`src/rtl/uart_rx_os.sv`:
```
// Oversampling UART receiver with majority-vote sampling, false-start rejection and a valid/ready output.
// Optional parity checking is compiled in when UART_RX_PARITY_EN is defined.
module uart_rx_os #(
    parameter int CLKS_PER_TICK = 326,
    parameter int OVERSAMPLE    = 16,
    parameter int DATA_BITS     = 8,
`ifdef UART_RX_PARITY_EN
    parameter int PARITY_ODD    = 0,
`endif
    parameter int STOP_BITS     = 1
) (
    input  logic                 sysclk,
    input  logic                 reset,
    input  logic                 rxd,
    output logic [DATA_BITS-1:0] rx_data,
    output logic                 rx_valid,
    input  logic                 rx_ready,
    output logic                 frame_err,
    output logic                 overrun,
    output logic                 parity_err,
    output logic                 busy
);

    localparam int TW  = $clog2(CLKS_PER_TICK);
    localparam int SW  = $clog2(OVERSAMPLE);
    localparam int BW  = 4;
    localparam int MID = OVERSAMPLE / 2;

    localparam logic [TW-1:0] T_LAST     = TW'(CLKS_PER_TICK - 1);
    localparam logic [SW-1:0] S_VOTE0    = SW'(MID - 1);
    localparam logic [SW-1:0] S_VOTE1    = SW'(MID);
    localparam logic [SW-1:0] S_DECIDE   = SW'(MID + 1);
    localparam logic [SW-1:0] S_LAST     = SW'(OVERSAMPLE - 1);
    localparam logic [BW-1:0] B_LASTDATA = BW'(DATA_BITS - 1);
    localparam logic [BW-1:0] B_LASTSTOP = BW'(STOP_BITS - 1);

    typedef enum logic [2:0] {
        IDLE,
        START,
        DATA,
`ifdef UART_RX_PARITY_EN
        PARITY,
`endif
        STOP,
        BREAK
    } state_t;

    state_t state, state_next;

    logic                 sync1, rxs;
    logic [TW-1:0]        tick_cnt;
    logic                 tick;
    logic [SW-1:0]        samp_cnt;
    logic [BW-1:0]        bit_cnt;
    logic                 vote0, vote1, maj;
    logic                 decide, bound;
    logic [DATA_BITS-1:0] shift_reg;

    logic start_frame, shift_en, bit_inc, bit_clr, complete, frame_bad;
    logic word_ok, load;

    // Two-flop synchroniser on the asynchronous line
    always_ff @(posedge sysclk) begin
        if (reset) begin
            sync1 <= 1'b1;
            rxs   <= 1'b1;
        end else begin
            sync1 <= rxd;
            rxs   <= sync1;
        end
    end

    // Tick counter restarts on the start edge so samples sit at fixed offsets from it
    always_ff @(posedge sysclk) begin
        if (reset || start_frame || tick) begin
            tick_cnt <= '0;
        end else begin
            tick_cnt <= tick_cnt + TW'(1);
        end
    end

    assign tick = (tick_cnt == T_LAST);

    always_ff @(posedge sysclk) begin
        if (reset || start_frame) begin
            samp_cnt <= '0;
        end else if (tick) begin
            samp_cnt <= (samp_cnt == S_LAST) ? '0 : samp_cnt + SW'(1);
        end
    end

    assign decide = tick && (samp_cnt == S_DECIDE);
    assign bound  = tick && (samp_cnt == S_LAST);

    // The third vote is the live sample taken on the decision tick itself
    always_ff @(posedge sysclk) begin
        if (tick && (samp_cnt == S_VOTE0)) vote0 <= rxs;
        if (tick && (samp_cnt == S_VOTE1)) vote1 <= rxs;
    end

    assign maj = (vote0 & vote1) | (vote0 & rxs) | (vote1 & rxs);

    always_ff @(posedge sysclk) begin
        if (reset || bit_clr) begin
            bit_cnt <= '0;
        end else if (bit_inc) begin
            bit_cnt <= bit_cnt + BW'(1);
        end
    end

    always_ff @(posedge sysclk) begin
        if (shift_en) shift_reg <= {maj, shift_reg[DATA_BITS-1:1]};
    end

`ifdef UART_RX_PARITY_EN
    logic par_sample, parity_bad;

    always_ff @(posedge sysclk) begin
        if (reset || start_frame) begin
            parity_bad <= 1'b0;
        end else if (par_sample) begin
            parity_bad <= maj ^ (^shift_reg) ^ (PARITY_ODD != 0);
        end
    end

    assign word_ok = complete && !parity_bad;
`else
    assign word_ok = complete;
`endif

    always_ff @(posedge sysclk) begin
        if (reset) begin
            state <= IDLE;
        end else begin
            state <= state_next;
        end
    end

    always_comb begin
        state_next  = state;
        start_frame = 1'b0;
        shift_en    = 1'b0;
        bit_inc     = 1'b0;
        bit_clr     = 1'b0;
        complete    = 1'b0;
        frame_bad   = 1'b0;
`ifdef UART_RX_PARITY_EN
        par_sample  = 1'b0;
`endif
        case (state)
            IDLE: begin
                if (!rxs) begin
                    state_next  = START;
                    start_frame = 1'b1;
                end
            end
            START: begin
                if (decide && maj) begin
                    state_next = IDLE;
                end else if (bound) begin
                    state_next = DATA;
                    bit_clr    = 1'b1;
                end
            end
            DATA: begin
                shift_en = decide;
                if (bound) begin
                    if (bit_cnt == B_LASTDATA) begin
`ifdef UART_RX_PARITY_EN
                        state_next = PARITY;
`else
                        state_next = STOP;
`endif
                        bit_clr = 1'b1;
                    end else begin
                        bit_inc = 1'b1;
                    end
                end
            end
`ifdef UART_RX_PARITY_EN
            PARITY: begin
                par_sample = decide;
                if (bound) state_next = STOP;
            end
`endif
            // A good final stop bit returns to IDLE at its centre so a following start edge is not missed
            STOP: begin
                if (decide) begin
                    if (!maj) begin
                        frame_bad  = 1'b1;
                        state_next = BREAK;
                    end else if (bit_cnt == B_LASTSTOP) begin
                        complete   = 1'b1;
                        state_next = IDLE;
                    end
                end else if (bound) begin
                    bit_inc = 1'b1;
                end
            end
            BREAK: begin
                if (rxs) state_next = IDLE;
            end
            default: state_next = IDLE;
        endcase
    end

    assign load = word_ok && (!rx_valid || rx_ready);

    always_ff @(posedge sysclk) begin
        if (reset) begin
            rx_data   <= '0;
            rx_valid  <= 1'b0;
            frame_err <= 1'b0;
            overrun   <= 1'b0;
        end else begin
            frame_err <= frame_bad;
            overrun   <= word_ok && rx_valid && !rx_ready;
            if (load) begin
                rx_data  <= shift_reg;
                rx_valid <= 1'b1;
            end else if (rx_valid && rx_ready) begin
                rx_valid <= 1'b0;
            end
        end
    end

`ifdef UART_RX_PARITY_EN
    always_ff @(posedge sysclk) begin
        if (reset) begin
            parity_err <= 1'b0;
        end else begin
            parity_err <= complete && parity_bad;
        end
    end
`else
    assign parity_err = 1'b0;
`endif

    assign busy = (state != IDLE);

endmodule

```
`config.mk`:
```
export PLATFORM = sky130hd
export DESIGN_NAME = uart_rx_os
export DESIGN_NICKNAME = d
export VERILOG_FILES = /design/src/rtl/uart_rx_os.sv
export SDC_FILE = /design/constraint.sdc
export NUM_CORES = 1
export LEC_CHECK = 0
export CORE_MARGIN = 8
export CORE_UTILIZATION = 51
export CTS_CLUSTER_DIAMETER = 150
export DETAILED_ROUTE_END_ITERATION = 10
export PLACE_DENSITY_LB_ADDON = 0.1
export SLEW_MARGIN = 20
export SYNTH_ARGS = -nofsm -noshare
export SYNTH_HDL_FRONTEND = slang
export SYNTH_SLANG_ARGS = --single-unit
```
`constraint.sdc`:
```
create_clock -name sysclk -period 1.8 [get_ports sysclk]
set_input_delay 0.36 -clock sysclk [delete_from_list [all_inputs] [get_ports sysclk]]
set_output_delay 0.36 -clock sysclk [all_outputs]
set_load 0.01 [all_outputs]
```
## Word level (Yosys, flattened, before mapping)

Cells that the tools add are included.

| cells by class | value |
|---|---|
| $add $sub $neg | 3 |
| multiply operators | 0 |
| div/mod/pow operators | 0 |
| magnitude comparators | 0 |
| equality and inequality tests | 17 |
| shift-type cells | 0 |
| multiplexer cells | 30 |
| bitwise operators | 7 |
| reductions and logical operators | 21 |

Operators with widths:

| cell | number |
|---|---|
| 3-bit 2-to-1 mux | 9 |
| 1-bit 2-to-1 mux | 17 |
| 3-bit case mux with 5 select lines | 1 |
| 4-bit == test (second input constant) | 3 |
| 2-bit != test (second input constant) | 5 |
| 9-bit by 1-bit adder with 9-bit output (second input constant) | 1 |
| 9-bit == test (second input constant) | 1 |
| 1-bit logical AND | 9 |
| 4-bit by 1-bit adder with 4-bit output (second input constant) | 2 |
| 4-bit by 3-bit == test with 1-bit output (second input constant) | 2 |
| 7-bit AND reduction | 1 |
| 3-bit by 2-bit == test with 1-bit output (second input constant) | 2 |
| 3-bit != test (second input constant) | 2 |
| 4-bit zero test | 1 |
| 1-bit logical OR | 4 |
| 4-bit 2-to-1 mux | 1 |
| 1-bit case mux with 2 select lines | 2 |
| 1-bit bitwise AND | 3 |
| 3-bit by 1-bit == test with 1-bit output (second input constant) | 1 |
| 3-bit == test (second input constant) | 1 |
| 3-bit zero test | 1 |
| 3-bit nonzero test | 1 |
| 3-bit OR reduction | 1 |
| 1-bit zero test | 2 |
| other kinds (3) | 5 |

| storage, ports and cells | value |
|---|---|
| register bits after elaboration | 43 |
| bits in latches | 0 |
| RAM bits | 0 |
| bits in read-only memories | 0 |
| input port bits | 4 |
| output and inout port bits | 13 |
| memories | 0 |

## Depth between registers and ports, before layout

Gate-level depths: netlist of the first run.

| logic depth | value |
|---|---|
| word-level depth | 8 |
| mapped depth | 8 |
| mapped depth without buffers | 7 |

## Least setup slack after synthesis of the first run

OpenSTA, ideal clock, no wires.

| timing path | value |
|---|---|
| path kind | flip-flop to flip-flop |
| start | register tick_cnt[1] |
| end | register bit_cnt[3] |
| library setup time | 0.115 ns |
| data arrival time | 1.716 ns |
| data required time | 1.685 ns |
| path slack | -0.031 ns |
| stages on the path, launching flop included | 8 |
| path buffers | 0 |
| period minus slack after synthesis | 1.831 ns |
| cell sequence | dfxtp_1 -> inv_1 -> ha_1 -> and4b_1 -> a31oi_1 -> o211ai_2 -> o21a_1 -> o21ba_2 |

| on the way | value |
|---|---|
| cells in the longest elaborated chain, start to end | 6 |
| elaborated cells on any way between the ends | 12 |

RTL lines:

| item | RTL line | text |
|---|---|---|
| from (decl) | 51 | `logic [TW-1:0] tick_cnt;` |
| from (signal assigned) | 78 | `tick_cnt <= tick_cnt + TW'(1);` |
| 9-bit == test (*) | 82 | `assign tick = (tick_cnt == T_LAST);` |
| 1-bit logical AND (on tied branches) | 93, 92 |  |
| 1-bit 2-to-1 mux / 1-bit logical AND (equally long branches) | 160, 196, 158 |  |
| 1-bit 2-to-1 mux | 158 | `if (decide && maj) begin` |
| 1-bit case mux with 2 select lines | 150 | `case (state)` |
| 1-bit logical OR | 104 | `if (reset \|\| bit_clr) begin` |
| to (signal assigned) | 107 | `bit_cnt <= bit_cnt + BW'(1);` |
| to (decl) | 54 | `logic [BW-1:0] bit_cnt;` |

Every way passes the cells marked *; elsewhere a longest branch is shown, timed or not.
A chain may end at the register's enable or synchronous reset.

## Worst setup path after layout of the first run

| timing path | value |
|---|---|
| start | register bit_cnt[0] |
| end | register state[0] |

| on the way | value |
|---|---|
| cells in the longest elaborated chain, start to end | 3 |
| elaborated cells on any way between the ends | 5 |

RTL lines:

| item | RTL line | text |
|---|---|---|
| 4-bit by 3-bit == test with 1-bit output / 4-bit zero test (equally long branches) | 168, 192 |  |
| 2-bit != test (no line) / 3-bit != test (equally long branches) | -- |  |
| 7-bit AND reduction (no line) (*) | -- |  |
| to (signal assigned) | 135 | `state <= state_next;` |
| to (decl) | 48 | `state_t state, state_next;` |

Marked as above.

==> flow_metrics.tcl, run 1 <==
set metrics [dict create \
    seq_area_frac_synth 0.506 \
    synthTopCellsByArea "dfxtp_1, edfxtp_1, nor2_1" \
    tns_ns 0 \
    ant_nets 0 \
    max-cap-violations 0 \
    ys_ff_latch 43 \
    numCtsBuffers 5 \
    yosysTopAreaCellShare 0.348 \
    clk_latency_ns 0.30 \
    dr.pass1.iters 4 \
    diodes 0 \
    synthFlopType "dfxtp_1" \
    endpoint_kind "flip-flop" \
    worst_slack_ns 0.00545 \
    worstSetupStartpointType "flip-flop" \
    clock-root-buffer "clkbuf_8" \
    reg2reg_slack_ns 0.005 \
    final_common_cell "nor2_1" \
    rsz0062_at_grt "true" \
    p_per_area_nw_per_um2 733 \
    setup_violations 0 \
    largest_reg_flops 9 \
    antenna_found_initial 0 \
    slew_violations 0 \
    die_x_um 77.0 \
    grt_util_all_layers 0.130 \
    cp_max_fo 5 \
    place_congestion 0.843 \
    avgRoutedWirePerCell_um 14.8 \
    ioPinCount 17 \
    start_util 0.523 \
    synth_nets 192 \
    critPathKind "flip-flop to flip-flop" \
    ys.warnings.count 0 \
    layout_common_cells "nor2_1, dfxtp_1, buf_4, clkdlybuf4s50_1, edfxtp_1" \
    crit_required_ns 2.02 \
    synth_cell_type_count 51 \
    area_delta_synth_final_pct 24.0 \
    synth_cells 181 \
    dieArea_um2 5930 \
    status "completed" \
    wl_um 3910 \
    path_clk_slew_ns 0.08 \
    synth_top_area_cell "dfxtp_1" \
    hold_path.class "flip-flop to flip-flop" \
    hold_buffers 0 \
    period_share 0.997 \
    place_ws_ns -0.0667 \
    synthesis.area_um2 1900 \
    crit_arrival_ns 2.02 \
    grt_max_degree 18 \
    n_fill_cell 285 \
    port_buffers 15 \
    cts_sinks 43 \
    row_count 22 \
    hold_viol 0 \
    nets 227 \
    drive_gt1_frac 0.281 \
    via_per_inst 5.35 \
    overflow 0 \
    drtIter0Drc 81 \
    fmax_ghz 0.557 \
    postLayoutCoreUtil 0.648 \
    die_h_um 77.0 \
    detailed_place_hpwl_um 2740 \
    cts_tree "built" \
    synth_enable_flop_cells 10 \
    fp.coreArea_um2 3630 \
    final.setup_skew_ns 0.0101 \
    vias 1418 \
    cts_htree_levels 2 \
    peakVddDrop_v 0.000569 \
    grt_pass1_wl_um 6330 \
    post-route-min-period_ns 1.79 \
    synth.avg_cell_area_um2 10.5 \
    leakagePower_nw 0.872 \
    synthArstFlopShare 0 \
    grt_pass1_vias 1403 \
    clk_path_buf_depth 2 \
    route.detailed.drc 0 \
    power.total_mw 1.73 \
]
-- critical path, cell delays in order, from the launching register on --
cell and delay [ns]:
dfxtp_2 0.33, inv_2 0.07, ha_4 0.11, or3b_4 0.36
a311o_1 0.35, nor3_4 0.21, o211ai_1 0.14, a21oi_1 0.15
-- per-stage QoR --
stage	instances	instance area (um^2)	hold slack, ns
finish	265	2360	0.424
global route	265	2360	0.434
CTS	260	2300	0.427
detailed placement	251	2180	0.404
global placement	251	2180	0.401
floorplan	181	1900	0.389
-- path summary, 6_finish.rpt --
kind | startpoint | endpoint | cells past startpoint
setup / recovery | bit_cnt[0] | state[0] | 7
hold / removal | sync1 | rxs | 1
setup reg to reg | bit_cnt[0] | state[0] | 7
hold reg to reg | sync1 | rxs | 1
-- cell families after synthesis --
logic type	count (synthesis)	synth area share
muxes	9	0.0474
and+or+nand+nor	74	0.221
other	1	0.00197
adders and majority gates	8	0.0514
xor gates and xnor gates	11	0.0507
AOI/OAI and AO/OA	22	0.0817
DFF	43	0.506
buffers and inverters	13	0.0395
-- routing by layer --
metal	wire (um)	global-route usage	up-vias
met3	133	0.0455	13
met4	111	0.0679	0
met1	1590	0.128	678
li1	-	-	701
met5	0	0	-
met2	2080	0.235	26
-- area by class of cell --
cell class,instances,area [um^2],area share
Clock buffer,5,68.8,0.0292
Clock inverter,3,15.0,0.00637
Inverter,5,18.8,0.00797
Multi-Input combinational cell,125,917,0.389
Sequential cell,43,970,0.412
Tap cell,48,60.1,0.0255
Timing Repair Buffer,36,307,0.130
-- where the power goes --
group | switching (mW) | internal [mW]
clock | 0.321 | 0.265
sequential | 0.0120 | 0.993
combinational | 0.0695 | 0.0658
total | 0.402 | 1.32
-- synth_stat cells (all sizes together), types with 2 or more instances --
| cell type | n |
|---|---|
| xnor2 | 7 |
| edfxtp | 10 |
| ha | 7 |
| dfxtp | 33 |
| nand2 | 7 |
| or2 | 3 |
| nor4b | 3 |
| nand3 | 4 |
| and3 | 6 |
| and4b | 2 |
| nor3 | 4 |
| nand2b | 2 |
| mux2i | 9 |
| xor2 | 4 |
| and3b | 2 |
| a21oi | 8 |
| o211ai | 2 |
| buf | 7 |
| nor2 | 30 |
| nand3b | 2 |
| or3b | 2 |
| inv | 5 |
-- repair_timing --
item | CTS | global route
pin swaps | 6 | 8
endpoints found under the setup margin | 13 | 18
buffers inserted | 1 | 6
resized for setup | 10 | 15
No activity file was read; power rests on OpenSTA's default activity.
==> inputs of run 2 (changes only) <==
--- a/config.mk
+++ b/config.mk
@@ -5,11 +5,13 @@
 export SDC_FILE = /design/constraint.sdc
 export NUM_CORES = 1
 export LEC_CHECK = 0
+export ABC_AREA = 1
 export CORE_MARGIN = 8
 export CORE_UTILIZATION = 51
 export CTS_CLUSTER_DIAMETER = 150
 export DETAILED_ROUTE_END_ITERATION = 10
 export PLACE_DENSITY_LB_ADDON = 0.1
+export REMOVE_ABC_BUFFERS = 1
 export SLEW_MARGIN = 20
 export SYNTH_ARGS = -nofsm -noshare
 export SYNTH_HDL_FRONTEND = slang
==> flow_metrics.tcl, run 2 <==
set metrics [dict create \
    status "completed" \
    route.detailed.drc 0 \
    final.setup_skew_ns 0.00554 \
    power.switching_mw 0.623 \
    synthesis.area_um2 1990 \
    vias 1461 \
    dieArea_um2 6160 \
    synthArstFlopShare 0 \
    p_int_mw 1.60 \
    clock-root-buffer "clkbuf_8" \
    port_buffers 15 \
    tns_ns 0 \
    dr.pass1.iters 4 \
    netlist_top_cells_count "nand2_1, dfxtp_1, nor2_1" \
    ys_ff_latch 43 \
    synthFlopType "dfxtp_1" \
    power_frac_seq 0.479 \
    max-cap-violations 0 \
    slew_violations 0 \
    ys.warnings.count 0 \
    cts_resized 2 \
    cp_max_fo 9 \
    die_h_um 78.5 \
    tightestPinTransition_ns 0.488 \
    diodes 0 \
    whs_ns 0.415 \
    grt_pass1_vias 1434 \
    seq_area_frac_synth 0.482 \
    overflow 0 \
    ant_nets 0 \
    hold_viol 0 \
    drtIter0Drc 59 \
    slew-limit-headroom 0.672 \
    grt_max_degree 15 \
    die_x_um 78.5 \
    slowest_stage "dfxtp_1" \
    hold_path.class "flip-flop to flip-flop" \
    largest_reg_flops 9 \
    synth_cell_type_count 35 \
    synth_top_area_cell "dfxtp_1" \
    peakVddDrop_v 0.000564 \
    grt_util_all_layers 0.119 \
    yosysTopAreaCellShare 0.331 \
    leakagePower_nw 0.948 \
    cts_tree "built" \
    nets 266 \
    fmax_ghz 0.598 \
    start_util 0.536 \
    post-route-min-period_ns 1.67 \
    layout_common_cells "nand2_1, dfxtp_1, nor2_1, inv_1, clkdlybuf4s50_1" \
    critPathKind "flip-flop to flip-flop" \
    drive_gt1_frac 0.199 \
    cts_sinks 43 \
    ioPinCount 17 \
    cp_cell_sequence "ha_1, nand2_1, nor2_4, nand4_2, inv_2, nand3_4, nor2_8, inv_6, nor2_2, nor2_1" \
    rsz0062_at_grt "false" \
    power.total_mw 2.22 \
    place_congestion 0.769 \
    slowest_delay_ns 0.41 \
    path_clk_slew_ns 0.08 \
    grt_pass1_wl_um 6050 \
    clk_path_buf_depth 2 \
    p_per_area_nw_per_um2 951 \
    numCtsBuffers 5 \
    worstSetupStartpointType "flip-flop" \
    final_common_cell "nand2_1" \
    p_clk_frac 0.335 \
    crit_arrival_ns 1.87 \
    synth_enable_flop_cells 10 \
    cts_htree_levels 2 \
    synth_cells 232 \
    synthTopCellsByArea "dfxtp_1, edfxtp_1, nand2_1" \
    period_share 0.929 \
    detailed_place_hpwl_um 2620 \
    setup_violations 0 \
    clk_latency_ns 0.30 \
    antenna_found_initial 0 \
    via_per_inst 4.81 \
    row_count 22 \
    cts_setup_buffers 0 \
    combPwrFrac 0.186 \
    synth.avg_cell_area_um2 8.59 \
    swShare 0.281 \
    endpoint_kind "flip-flop" \
    yosysMostFrequentCell "nand2_1" \
    wl_um 3410 \
    avgRoutedWirePerCell_um 11.2 \
    crit_required_ns 1.99 \
    fp.coreArea_um2 3720 \
    area_delta_synth_final_pct 17.1 \
    hold_buffers 0 \
]
run 2: changes by cell type in the layout (fill, tap and decap cells not counted), sizes merged, moves of 6 or more:
cell   change
nor2      +14
buf       -18
xnor2      -6
mux2i      -9
o21ai     +12
nand2     +38
nand3      +8
inv       +24
run 2: critical path: cells and delay by family, from the launching register on:
| family | cells | cell delay [ns] |
|---|---|---|
| AND/OR/NAND/NOR | 7 | 0.80 |
| buffers and inverters | 2 | 0.17 |
| flip-flops | 1 | 0.41 |
| adder cells (fa/ha/maj) | 1 | 0.18 |
run 2: layer usage:
metal  vias up  wire length [um]  global-route usage
met5         -                 0                   0
met4         0                59              0.0556
met3         9               149              0.0330
met2        23              1590               0.205
met1       636              1610               0.133
li1        793                 -                   -
run 2: stage by stage:
stage | cell area, um^2 | setup WS [ns] | util | instances
floorplan | 1980 | 0.213 | - | 230
global placement | 2210 | 0.155 | 0.596 | 296
detailed placement | 2210 | 0.108 | 0.596 | 296
CTS | 2330 | 0.00274 | 0.627 | 304
global route | 2330 | 0.00138 | 0.628 | 304
finish | 2330 | 0.129 | 0.628 | 304
run 2: cells by family (layout without fill, tap and decap cells):
group / count (synthesis) / after routing / share of synthesized area
XOR/XNOR: 2 / 2 / 0.00879
adder cells (fa/ha/maj): 7 / 7 / 0.0439
other: 1 / 1 / 0.00188
AND/OR/NAND/NOR: 121 / 121 / 0.325
AO/OA/AOI/OAI: 26 / 26 / 0.0722
flip-flops: 43 / 43 / 0.482
buffers and inverters: 32 / 56 / 0.0659
run 2: worst paths after layout:
check             depth (start not counted)  slack, ns         end         from
setup / recovery                         10       0.13  rx_data[3]  tick_cnt[0]
hold / removal                            1       0.42         rxs        sync1
setup reg to reg                         10       0.13  rx_data[3]  tick_cnt[0]
hold reg to reg                           1       0.42         rxs        sync1
run 2: area by class of cell:
cell class                      count  area [um^2]
Tap cell                           48         60.1
Timing Repair Buffer               18          175
Clock inverter                      3         43.8
Sequential cell                    43          965
Multi-Input combinational cell    157          903
Fill cell                         328         1380
Clock buffer                        5         68.8
Inverter                           30          119
run 2: power groups by stage:
| stage | clock (mW) | sequential, mW | combinational (mW) |
|---|---|---|---|
| 6_report | 0.744 | 1.06 | 0.413 |
| 5_1_grt | 0.801 | 1.07 | 0.470 |
| 4_1_cts | 0.768 | 1.06 | 0.423 |
| 3_5_place_dp | 0 | 1.08 | 0.421 |
| 3_3_place_gp | 0 | 1.08 | 0.421 |
| 2_1_floorplan | 0 | 1.07 | 0.318 |
==> inputs of run 3 (changes only) <==
--- a/config.mk
+++ b/config.mk
@@ -7,7 +7,7 @@
 export LEC_CHECK = 0
 export ABC_AREA = 1
 export CORE_MARGIN = 8
-export CORE_UTILIZATION = 51
+export CORE_UTILIZATION = 55
 export CTS_CLUSTER_DIAMETER = 150
 export DETAILED_ROUTE_END_ITERATION = 10
 export PLACE_DENSITY_LB_ADDON = 0.1
==> constraint.sdc (replaced) <==
create_clock -name sysclk -period 2.1 [get_ports sysclk]
set_input_delay 0.42 -clock sysclk [delete_from_list [all_inputs] [get_ports sysclk]]
set_output_delay 0.42 -clock sysclk [all_outputs]
set_load 0.01 [all_outputs]
==> flow_metrics.tcl, run 3 (synthesis results as in run 2) <==
set metrics [dict create \
    detailed_place_hpwl_um 2560 \
    slowest_delay_ns 0.54 \
    ioPinCount 17 \
    cts_sinks 43 \
    final_common_cell "nand2_1" \
    rsz0062_at_grt "false" \
    dr.pass1.iters 4 \
    min_from "sync1" \
    ant_nets 0 \
    row_count 22 \
    route.detailed.drc 0 \
    clk_path_buf_depth 2 \
    cts_tree "built" \
    crit_required_ns 1.68 \
    nets 266 \
    fp.coreArea_um2 3580 \
    hold_buffers 0 \
    start_util 0.557 \
    critPathKind "flip-flop to primary output" \
    port_buffers 15 \
    endpoint_kind "primary output" \
    cts_resized 0 \
    area_delta_synth_final_pct 15.1 \
    slew_violations 0 \
    die_h_um 76.2 \
    peakVddDrop_v 0.000453 \
    grt_max_degree 15 \
    layout_common_cells "nand2_1, dfxtp_1, nor2_1, inv_1, clkdlybuf4s50_1" \
    numCtsBuffers 5 \
    wl_um 3440 \
    drive_gt1_frac 0.184 \
    worstHoldEndpoint "rxs" \
    grt_pass1_vias 1451 \
    placed_cells 296 \
    cts_setup_buffers 0 \
    path_clk_slew_ns 0.12 \
    dieArea_um2 5810 \
    worstSetupStartpointType "flip-flop" \
    cp_top_family "buffers and inverters" \
    leakagePower_nw 0.920 \
    crit_arrival_ns 1.54 \
    drtIter0Drc 74 \
    max-cap-violations 0 \
    antenna_found_initial 0 \
    period_share 0.933 \
    post-route-min-period_ns 1.96 \
    hold_viol 0 \
    diodes 0 \
    tns_ns 0 \
    r2r_end "rx_data[0]" \
    reg2regPathDepth 10 \
    cp_cell_sequence "inv_1, nand2_1, clkdlybuf4s50_1" \
    final_cell_count_no_fill 304 \
    grt_util_all_layers 0.128 \
    fmax_ghz 0.511 \
    cp_max_fo 5 \
    reg2reg_slack_ns 0.42 \
    slowest_stage "clkdlybuf4s50_1" \
    final.setup_skew_ns 0.00840 \
    crit_buf_inv 2 \
    status "completed" \
    cts_htree_levels 2 \
    hold_path.class "flip-flop to flip-flop" \
    clk_latency_ns 0.35 \
    reg2reg_from "tick_cnt[0]" \
    p_per_area_nw_per_um2 776 \
    clock-root-buffer "clkbuf_4" \
    grt_pass1_wl_um 6400 \
    overflow 0 \
    avgRoutedWirePerCell_um 11.3 \
    whs_ns 0.451 \
    via_per_inst 4.90 \
    die_x_um 76.2 \
    setup_violations 0 \
    place_congestion 0.802 \
    vias 1490 \
    worstHoldPathCells 1 \
    largest_reg_flops 9 \
]
==> run 3: cell type report <==
class / count / area [um^2]
Multi-Input combinational cell: 157 / 901
Timing Repair Buffer: 18 / 173
Clock buffer: 5 / 37.5
Tap cell: 48 / 60.1
Inverter: 30 / 119
Fill cell: 314 / 1280
Sequential cell: 43 / 961
Clock inverter: 3 / 43.8
==> run 3: where the power goes <==
group	leakage, nW	internal (mW)	switching (mW)	total (mW)
combinational	0.519	0.139	0.220	0.359
sequential	0.356	0.873	0.0339	0.907
clock	0.0452	0.251	0.265	0.515
total	0.920	1.26	0.518	1.78
==> run 3: metal layers <==
metal,up-vias,global-route usage,part of all wire
li1,793,-,-
met1,661,0.154,0.48
met2,31,0.207,0.46
met3,5,0.0460,0.055
met4,0,0.0442,0.012
met5,-,0,0
==> run 3: how the worst max path moves through the flow <==
stage	endpoint	start	cells after the start	slack (ns)
2_1_floorplan	shift_reg[0]	tick_cnt[0]	5	0.51
3_3_place_gp	tick_cnt[8]	reset	6	0.35
3_5_place_dp	tick_cnt[8]	reset	6	0.36
4_1_cts	busy	state[2]	3	0.11
5_1_grt	busy	state[2]	3	0.03
6_report	busy	state[2]	3	0.14
==> run 3: through the flow <==
| stage | worst slack, ns | total power [mW] | instance area (um^2) | util |
|---|---|---|---|---|
| after floorplan | 0.513 | 1.19 | 1980 | - |
| after global placement | 0.352 | 1.28 | 2210 | 0.619 |
| after detailed placement | 0.357 | 1.28 | 2210 | 0.619 |
| after CTS | 0.113 | 1.80 | 2290 | 0.641 |
| after global routing | 0.0282 | 1.89 | 2290 | 0.641 |
| final | 0.141 | 1.78 | 2290 | 0.641 |
